File: src/rtl/hazard_unit.sv
// Pipeline hazard controller: load-use stalls, dcache wait freezes, control-flow
// squashes and sticky halt, plus saturating stall-cause counters.
module hazard_unit #(
  parameter int CNT_W = 16
) (
  input  logic             CLK,
  input  logic             nRST,
  input  logic             ihit,
  input  logic             dhit,
  input  logic             dREN_me,
  input  logic             dWEN_me,
  input  logic             halt_me,
  input  logic             regWr_ex,
  input  logic [1:0]       regSel_ex,
  input  logic [4:0]       regDst_ex,
  input  logic [5:0]       opcode_de,
  input  logic [4:0]       rs_de,
  input  logic [4:0]       rt_de,
  input  logic             usesRt_de,
  input  logic             branchTaken_ex,
  input  logic             jump_de,
  output logic             pcEN,
  output logic             en_fd,
  output logic             en_de,
  output logic             en_em,
  output logic             en_mw,
  output logic             flush_fd,
  output logic             flush_de,
  output logic             flush_em,
  output logic             halt,
  output logic [CNT_W-1:0] ldstall_cnt,
  output logic [CNT_W-1:0] dwait_cnt,
  output logic [CNT_W-1:0] flush_cnt
);

  typedef enum logic [1:0] {RUN, DWAIT, HALT} state_t;

  state_t           state_q, state_d;
  logic [CNT_W-1:0] ld_q, dw_q, fl_q;
  logic             ld_ex, lu, dw;
  logic             sel_dw, sel_br, sel_lu, sel_jmp;

  // A JR reads rs, so the rs compare already covers it; opcode needs no decode.
  logic unused_opcode;
  assign unused_opcode = ^opcode_de;

  assign ld_ex = regWr_ex && (regSel_ex == 2'b11) && (regDst_ex != 5'd0);
  assign lu    = ld_ex && ((rs_de == regDst_ex) || (usesRt_de && (rt_de == regDst_ex)));
  assign dw    = (dREN_me || dWEN_me) && !dhit;

  always_comb begin
    pcEN     = 1'b0;
    en_fd    = 1'b0;
    en_de    = 1'b0;
    en_em    = 1'b0;
    en_mw    = 1'b0;
    flush_fd = 1'b0;
    flush_de = 1'b0;
    flush_em = 1'b0;
    halt     = 1'b0;
    sel_dw   = 1'b0;
    sel_br   = 1'b0;
    sel_lu   = 1'b0;
    sel_jmp  = 1'b0;
    if (!nRST) begin
      halt = 1'b0;
    end else if (state_q == HALT) begin
      halt = 1'b1;
    end else if (dw) begin
      sel_dw = 1'b1;
    end else begin
      {en_fd, en_de, en_em, en_mw} = 4'b1111;
      if (branchTaken_ex) begin
        sel_br   = 1'b1;
        pcEN     = 1'b1;
        flush_fd = 1'b1;
        flush_de = 1'b1;
      end else if (lu) begin
        sel_lu   = 1'b1;
        en_fd    = 1'b0;
        flush_de = 1'b1;
      end else if (jump_de) begin
        sel_jmp  = 1'b1;
        pcEN     = 1'b1;
        flush_fd = 1'b1;
      end else if (!ihit) begin
        flush_fd = 1'b1;
      end else begin
        pcEN = 1'b1;
      end
    end
  end

  // The dhit cycle of a wait is already !dw, so DWAIT needs no separate decode.
  always_comb begin
    state_d = RUN;
    if (state_q == HALT || (halt_me && !dw)) state_d = HALT;
    else if (dw)                             state_d = DWAIT;
  end

  always_ff @(posedge CLK or negedge nRST) begin
    if (!nRST) begin
      state_q <= RUN;
      ld_q    <= '0;
      dw_q    <= '0;
      fl_q    <= '0;
    end else begin
      state_q <= state_d;
      if (sel_lu && ld_q != '1)              ld_q <= ld_q + 1'b1;
      if (sel_dw && dw_q != '1)              dw_q <= dw_q + 1'b1;
      if ((sel_br || sel_jmp) && fl_q != '1) fl_q <= fl_q + 1'b1;
    end
  end

  assign ldstall_cnt = ld_q;
  assign dwait_cnt   = dw_q;
  assign flush_cnt   = fl_q;

endmodule

File: config.mk
export PLATFORM = sky130hd
export DESIGN_NAME = hazard_unit
export DESIGN_NICKNAME = d
export VERILOG_FILES = /design/src/rtl/hazard_unit.sv
export SDC_FILE = /design/constraint.sdc
export NUM_CORES = 1
export LEC_CHECK = 0
export ABC_CLOCK_PERIOD_IN_PS = 2800
export BUFFER_PORTS_ARGS = -buffer_cell sky130_fd_sc_hd__buf_4
export CORE_ASPECT_RATIO = 1.5
export CORE_UTILIZATION = 45
export DETAILED_ROUTE_END_ITERATION = 10
export GPL_ROUTABILITY_DRIVEN = 0
export HOLD_SLACK_MARGIN = 0.15
export PLACE_DENSITY = 0.78
export SYNTH_ARGS = -nofsm -noshare
export SYNTH_HDL_FRONTEND = slang
export SYNTH_SLANG_ARGS = --single-unit
File: constraint.sdc
create_clock -name CLK -period 2.8 [get_ports CLK]
set_input_delay 0.42 -clock CLK [delete_from_list [all_inputs] [get_ports CLK]]
set_output_delay 0.42 -clock CLK [all_outputs]
set_load 0.02 [all_outputs]
==> metrics.md, run 1 <==
| Metric | Value |
|---|---|
| Post-DRT Antenna Nets | `0` |
| Post-DR wirelength/cell | `13.5 um` |
| Tcrit/Tclk final | `91.2%` |
| Switching share of power | `28.2%` |
| Diodes inserted | `0` |
| Post-synthesis register bit count | `50` |
| WP buf/inv | `4` |
| Routed vias | `2148` |
| Main synth FF type | `dfrtp_1` |
| Most common cell in the netlist | `dfrtp_1` |
| Area occupied by multi-input gates | `1230 sq um` |
| Ports | `91` |
| Fin util | `62.4%` |
| Total Power | `0.00188 W` |
| Syn Nets | `288` |
| Min-Delay Path Class | `input pin to flop` |
| Worst Path Required | `2.38 ns` |
| Max IR drop VDD | `0.324 mV` |
| Critical path's slowest cell | `dlygate4sd3_1` |
| Num Clock Sinks | `50` |
| EDFF count, synth | `0` |
| Yosys warns | `0` |
| Pin count of the biggest net entering global routing | `33` |
| Slew Limit Fails | `0` |
| Crit-path cells | `dlygate4sd3_1 > buf_4 > nand3_1 > clkinvlp_4 > nand2_1 > a21oi_1 > buf_4` |
| # setup viols final | `0` |
| Vias in the first global route | `1965` |
| Routed Wire Length | `5530 um` |
| Min Tclk post-route | `2.55 ns` |
| RSZ-0062 raised after global routing | `no` |
| Num CTS Buffers | `5` |
| Reg area | `1250 sq um` |
| First-pass GRT wire length | `9230 um` |
| Core area | `5450 sq um` |
| Worst-Skew Late Latency | `0.30 ns` |
| MaxCap Viol Count | `0` |
| CTS Buffer Depth | `2` |
| Seq/Total Area, Yosys | `49.0%` |
| Crit path largest cell delay | `0.53 ns` |
| Layout cell share with drive strength beyond 1 | `30.4%` |
| DRC viols | `0` |
| Synth cell count leaders | `50 x dfrtp_1, 37 x xnor2_1, 24 x nand4_1` |
| Psw | `0.000530 W` |
| FILL cells | `491` |
| Total internal power | `0.00135 W` |
| Cell Area, Synth | `2550 sq um` |
| Die ar. | `5990 sq um` |
| Pre-antenna DRT Iters | `4` |
| Critical Path End Type | `primary output` |
| CP max FO | `22` |
| Max Fclk | `392 MHz` |
| Antenna violations before repair | `0` |
| Status | `completed` |
| Die Width | `63.5 um` |
| Sequential power share | `45.9%` |
| Syn avg cell area | `10.2 sq um` |
| Overall routing resource usage | `19.9%` |
| Critical path start-end classification | `input pin to primary output` |
| Clock Tree Root | `clkbuf_8` |
| Clk slew on worst S/H paths | `0.09 ns` |
| Setup Skew | `0.00850 ns` |
| Final nets | `375` |
| Leading cell types by total area after synthesis | `dfrtp_1 49%, xnor2_1 13%, nand4_1 5.9%, xor2_1 5.5%, nand3_1 3.5%` |
| CTS tree | `yes` |
| Most common cell on crit path | `buf_4` |
| Initial core utilization | `46.9%` |
| Setup TNS | `0 ns` |
| Slew headroom | `32.7%` |
| Gate power share | `21.5%` |
| Yosys top cell area share | `49.0%` |
| Ys async rst share | `100%` |
| DR vias/cell | `5.25` |
| Die Y | `94.3 um` |
| Leading area contributor after synthesis | `dfrtp_1` |
| Worst Tran Pin Value | `1.00 ns` |
| Leakage | `1.62 nW` |
| DR iter-0 viols | `125` |
| H-tree Lvls | `2` |
| Cell count after synthesis | `251` |
| Clk network pwr share | `32.6%` |
| Final Hold Violating Endpoints | `0` |
| CP delay by family, top | `buffers and inverters` |
| Row cnt | `33` |
| Grt total ovfl | `0` |
| PwrDens | `553 nW/um^2` |
| Area Growth Syn to Fin | `33.1%` |
| I/O Buffers | `83` |
| WP data arrival | `2.13 ns` |
| CP Launch Type | `input pin` |
| Hpwl dp | `4260 um` |
| Yosys cell types | `36` |
## worst min-delay path, stage by stage
cell and delay, ns:
buf_4 0.07, nand2_1 0.04, nand2_1 0.06
## state kept, by name (all words and copies together), names as in the netlist
register / cells
state_q: 2
ldstall_cnt: 16
flush_cnt: 16
dwait_cnt: 16
## metal layers
metal | track usage (%) | wire length (um) | vias up
li1 | - | - | 1047
met1 | 24.1 | 2270 | 1038
met2 | 34.2 | 2940 | 56
met3 | 4.61 | 232 | 7
met4 | 6.82 | 87 | 0
met5 | 0 | 0 | -
## layout by cell type (no fill, tap or decap), types with 2 or more instances in the layout
| cell | instances |
|---|---|
| ha_1 | 3 |
| or3_1 | 2 |
| and4_1 | 3 |
| and2_1 | 2 |
| nor3_1 | 8 |
| nand2_1 | 22 |
| clkbuf_8 | 6 |
| and3_1 | 8 |
| xnor2_1 | 37 |
| nand3_1 | 18 |
| nor4_1 | 5 |
| bufinv_16 | 2 |
| buf_4 | 86 |
| inv_1 | 7 |
| dfrtp_1 | 50 |
| nand2b_1 | 2 |
| mux2_2 | 3 |
| nand4_1 | 24 |
| nor2_1 | 17 |
| xor2_1 | 16 |
## kinds of logic (layout without fill, tap and decap cells)
family / Yosys count / count (layout) / share of synthesized area, %
XOR/XNOR: 53 / 53 / 18.2
adder cells (fa/ha/maj): 3 / 3 / 1.47
flip-flops: 50 / 50 / 49.0
AO/OA/AOI/OAI: 7 / 7 / 2.06
AND/OR/NAND/NOR: 119 / 119 / 25.0
multiplexers: 3 / 3 / 1.32
other: 1 / 1 / 0.147
buffers and inverters: 15 / 103 / 2.89
## power groups by stage
stage / logic, W / registers (W) / clock network [W]
2_1_floorplan: 0.000157 / 0.000928 / 0
3_3_place_gp: 0.000399 / 0.000873 / 0
3_5_place_dp: 0.000408 / 0.000875 / 0
4_1_cts: 0.000410 / 0.000862 / 0.000630
5_1_grt: 0.000445 / 0.000873 / 0.000661
6_report: 0.000404 / 0.000863 / 0.000614
## layout make-up
cell class                      count  share of cell area [%]
Sequential cell                    50                    36.8
Multi-Input combinational cell    186                    36.2
Timing Repair Buffer               87                    19.3
Tap cell                           70                    2.58
Clock buffer                        6                    2.43
Clock inverter                      2                    1.77
Inverter                            8                   0.993
## per-stage QoR
stage | cells | setup WS, ns | area [sq um] | hold slack (ns)
after floorplan | 251 | 0.465 | 2550 | 0.124
after global placement | 400 | 0.477 | 3240 | 0.319
after detailed placement | 400 | 0.457 | 3240 | 0.320
after CTS | 409 | 0.0744 | 3400 | 0.312
after global routing | 409 | 0.0194 | 3400 | 0.349
final | 409 | 0.246 | 3400 | 0.324
## final timing paths
path                                       end  slack (ns)            from  cells past startpoint
worst max-delay path                  flush_fd        0.25            nRST                      7
worst min-delay path                state_q[1]        0.32         halt_me                      3
worst max register to register    flush_cnt[1]        0.44    flush_cnt[0]                      6
worst min register to register  ldstall_cnt[9]        0.50  ldstall_cnt[9]                      1
max in group asynchronous        flush_cnt[10]        1.57            nRST                      3
min in group asynchronous         dwait_cnt[9]        0.54            nRST                      2
## repair_timing
item | in CTS | in global routing
hold buffers | 1 | 0
resized for setup | 0 | 1
buffers inserted | 0 | 0
endpoints found under the hold margin | 18 | 0
endpoints found under the setup margin | 0 | 2
Power figures use the tool's default switching activity.
==> run 2, diff against run 1 <==
--- a/config.mk
+++ b/config.mk
@@ -5,13 +5,13 @@
 export SDC_FILE = /design/constraint.sdc
 export NUM_CORES = 1
 export LEC_CHECK = 0
-export ABC_CLOCK_PERIOD_IN_PS = 2800
+export ABC_CLOCK_PERIOD_IN_PS = 2460
 export BUFFER_PORTS_ARGS = -buffer_cell sky130_fd_sc_hd__buf_4
-export CORE_ASPECT_RATIO = 1.5
 export CORE_UTILIZATION = 45
 export DETAILED_ROUTE_END_ITERATION = 10
 export GPL_ROUTABILITY_DRIVEN = 0
 export HOLD_SLACK_MARGIN = 0.15
+export MAX_ROUTING_LAYER = met4
 export PLACE_DENSITY = 0.78
 export SYNTH_ARGS = -nofsm -noshare
 export SYNTH_HDL_FRONTEND = slang
==> constraint.sdc (replaced) <==
create_clock -name CLK -period 2.46 [get_ports CLK]
set_input_delay 0.369 -clock CLK [delete_from_list [all_inputs] [get_ports CLK]]
set_output_delay 0.369 -clock CLK [all_outputs]
set_load 0.02 [all_outputs]
==> run 2 against run 1 <==
Against the previous run:
- clock skew is 0.0019 ns lower
- register-to-register slack worse by 0.03 ns
- cell count is 1.2% higher
- critical path depth is 1 higher
- power is 5.2% higher
- largest power group unchanged
==> metrics.md, run 2 (synthesis gave the netlist of run 1 again) <==
| Metric | Value |
|---|---|
| CP delay by family, top | `buffers and inverters` |
| I/O Buffers | `83 (unchanged)` |
| WP data arrival | `1.91 ns (-0.22 ns)` |
| Min-Delay Path Class | `input pin to flop` |
| Leakage | `1.63 nW (+0.56%)` |
| Max Fclk | `438 MHz` |
| Tcrit/Tclk final | `92.8%` |
| Most common cell after layout, fill and taps aside | `buf_4` |
| CP Depth | `8 (+1)` |
| PwrDens | `584 nW/um^2 (+5.6%)` |
| Layout cell share with drive strength beyond 1 | `30.7% (+0.32 points)` |
| Final Hold Violating Endpoints | `0 (unchanged)` |
| Crit-path cells | `dlygate4sd3_1 > buf_6 > nand3_1 > inv_1 > buf_4 > nand2_1 > a21oi_1 > buf_4` |
| Die Width | `77.4 um (+22%)` |
| Overall routing resource usage | `19.6% (-0.32 points)` |
| CTS tree | `yes` |
| Status | `completed` |
| Fin util | `61.9% (-0.49 points)` |
| Core area | `5470 sq um (+0.41%)` |
| Clock Tree Root | `clkbuf_8` |
| Worst Path Required | `2.09 ns (-0.29 ns)` |
| Critical path start-end classification | `input pin to primary output` |
| Routed vias | `2184 (+1.7%)` |
| Final Instance Area | `3390 sq um (-0.37%)` |
| Area Growth Syn to Fin | `32.6%` |
| Most common cell on crit path | `buf_4` |
| Critical Path End Type | `primary output` |
| H-tree Lvls | `2 (unchanged)` |
| WP buf/inv | `5 (+1)` |
| CTS Buffer Depth | `2 (unchanged)` |
| Crit path largest cell delay | `0.55 ns (+0.02 ns)` |
| Row cnt | `27 (-18%)` |
| Reg2reg end | `ldstall_cnt[5]` |
| Reg2Reg Setup Slack | `0.41 ns (-0.03 ns)` |
| First-pass GRT wire length | `9160 um (-0.67%)` |
| Num CTS Buffers | `5 (unchanged)` |
| Final nets | `378 (+0.80%)` |
| Diodes inserted | `0 (unchanged)` |
| R2R cell count | `6 (unchanged)` |
| Antenna violations before repair | `0 (unchanged)` |
| Placed Area | `3270 sq um (+0.77%)` |
| Total Power | `0.00198 W (+5.2%)` |
| Pin count of the biggest net entering global routing | `41 (+24%)` |
| Die ar. | `5980 sq um (-0.11%)` |
| Slew headroom | `59.1% (+26 points)` |
| Post-DRT Antenna Nets | `0 (unchanged)` |
| Ports | `91 (unchanged)` |
| Routed Wire Length | `5480 um (-0.85%)` |
| Slew Limit Fails | `0 (unchanged)` |
| Worst-Skew Late Latency | `0.30 ns (about the same)` |
| Die Y | `77.4 um (-18%)` |
| Num Clock Sinks | `50 (unchanged)` |
| Crit path capture | `flush_fd` |
| DR vias/cell | `5.28 (+0.45%)` |
| Pre-antenna DRT Iters | `4 (unchanged)` |
| Clk slew on worst S/H paths | `0.09 ns (about the same)` |
| RR Startpoint | `ldstall_cnt[0]` |
| RSZ-0062 raised after global routing | `no` |
| Setup TNS | `0 ns (unchanged)` |
| Max IR drop VDD | `0.466 mV (+44%)` |
| DR iter-0 viols | `89 (-29%)` |
| Critical path's slowest cell | `dlygate4sd3_1` |
| Most frequent cells in the layout | `88 x buf_4, 50 x dfrtp_1, 37 x xnor2_1` |
| Initial core utilization | `46.7% (-0.19 points)` |
| Hold_ws | `0.293 ns (-0.0315 ns)` |
| Vias in the first global route | `2056 (+4.6%)` |
| CP max FO | `14 (-36%)` |
| DRC viols | `0 (unchanged)` |
| Grt total ovfl | `0 (unchanged)` |
| CP Launch Type | `input pin` |
| # setup viols final | `0 (unchanged)` |
| Worst Tran Pin Value | `0.611 ns (-0.394 ns)` |
| CP Launch Point | `nRST` |
| Post-DR wirelength/cell | `13.2 um (-2.0%)` |
| Min Tclk post-route | `2.28 ns` |
| Hpwl dp | `4190 um (-1.6%)` |
| FILL cells | `473 (-3.7%)` |
| MaxCap Viol Count | `0 (unchanged)` |
| Setup Skew | `0.00665 ns (-0.00185 ns)` |
-- run 2: cell count changes in the layout (fill, tap and decap cells not counted), sizes merged --
cell,previous run,this run
buf,86,89
clkinvlp,1,0
bufinv,2,0
inv,7,8
clkbuf,6,7
clkinv,0,1
-- run 2: worst min-delay path by stage --
stage,from,to,depth (start not counted)
3_3_place_gp,nRST,state_q[0],1
4_1_cts,halt_me,state_q[1],3
5_1_grt,halt_me,state_q[1],3
3_5_place_dp,nRST,state_q[0],1
6_report,halt_me,state_q[1],3
2_1_floorplan,nRST,dwait_cnt[0],0
-- run 2: layer usage --
metal,GRT usage (%),wire (um)
met5,-,0
met4,4.53,36
met3,3.18,268
met2,33.2,2720
met1,24.6,2460
-- run 2: tightest hold or removal path: cells and delay by family --
family	cells	cell delay [ns]
and+or+nand+nor	2	0.11
buffers and inverters	1	0.07
-- run 2: metrics by stage --
step	setup WS, ns	instances
floorplan	0.227	251
global placement	0.251	405
detailed placement	0.194	405
finish	0.178	414
global route	0.0263	414
CTS	0.128	414
-- run 2: final cells by class --
type / count / area (sq um) / area share [%]
clock inverter: 1 / 8.76 / 0.258
inverter: 8 / 30.0 / 0.886
timing repair buffer: 90 / 682 / 20.1
clock buffer: 7 / 96.3 / 2.84
tap: 72 / 90.1 / 2.66
sequential: 50 / 1250 / 36.9
multi-input combinational: 186 / 1230 / 36.3
-- run 2: where the power goes --
part	switching, W	internal, W
logic	0.000244	0.000218
clock network	0.000277	0.000258
registers	0.0000914	0.000890
total	0.000613	0.00137
-- run 2: timing repair --
action,CTS,global route
hold endpoints to repair,10,0
setup buffers,0,0
hold buffers,1,0
gates resized for setup,0,1
endpoints found under the setup margin,0,1
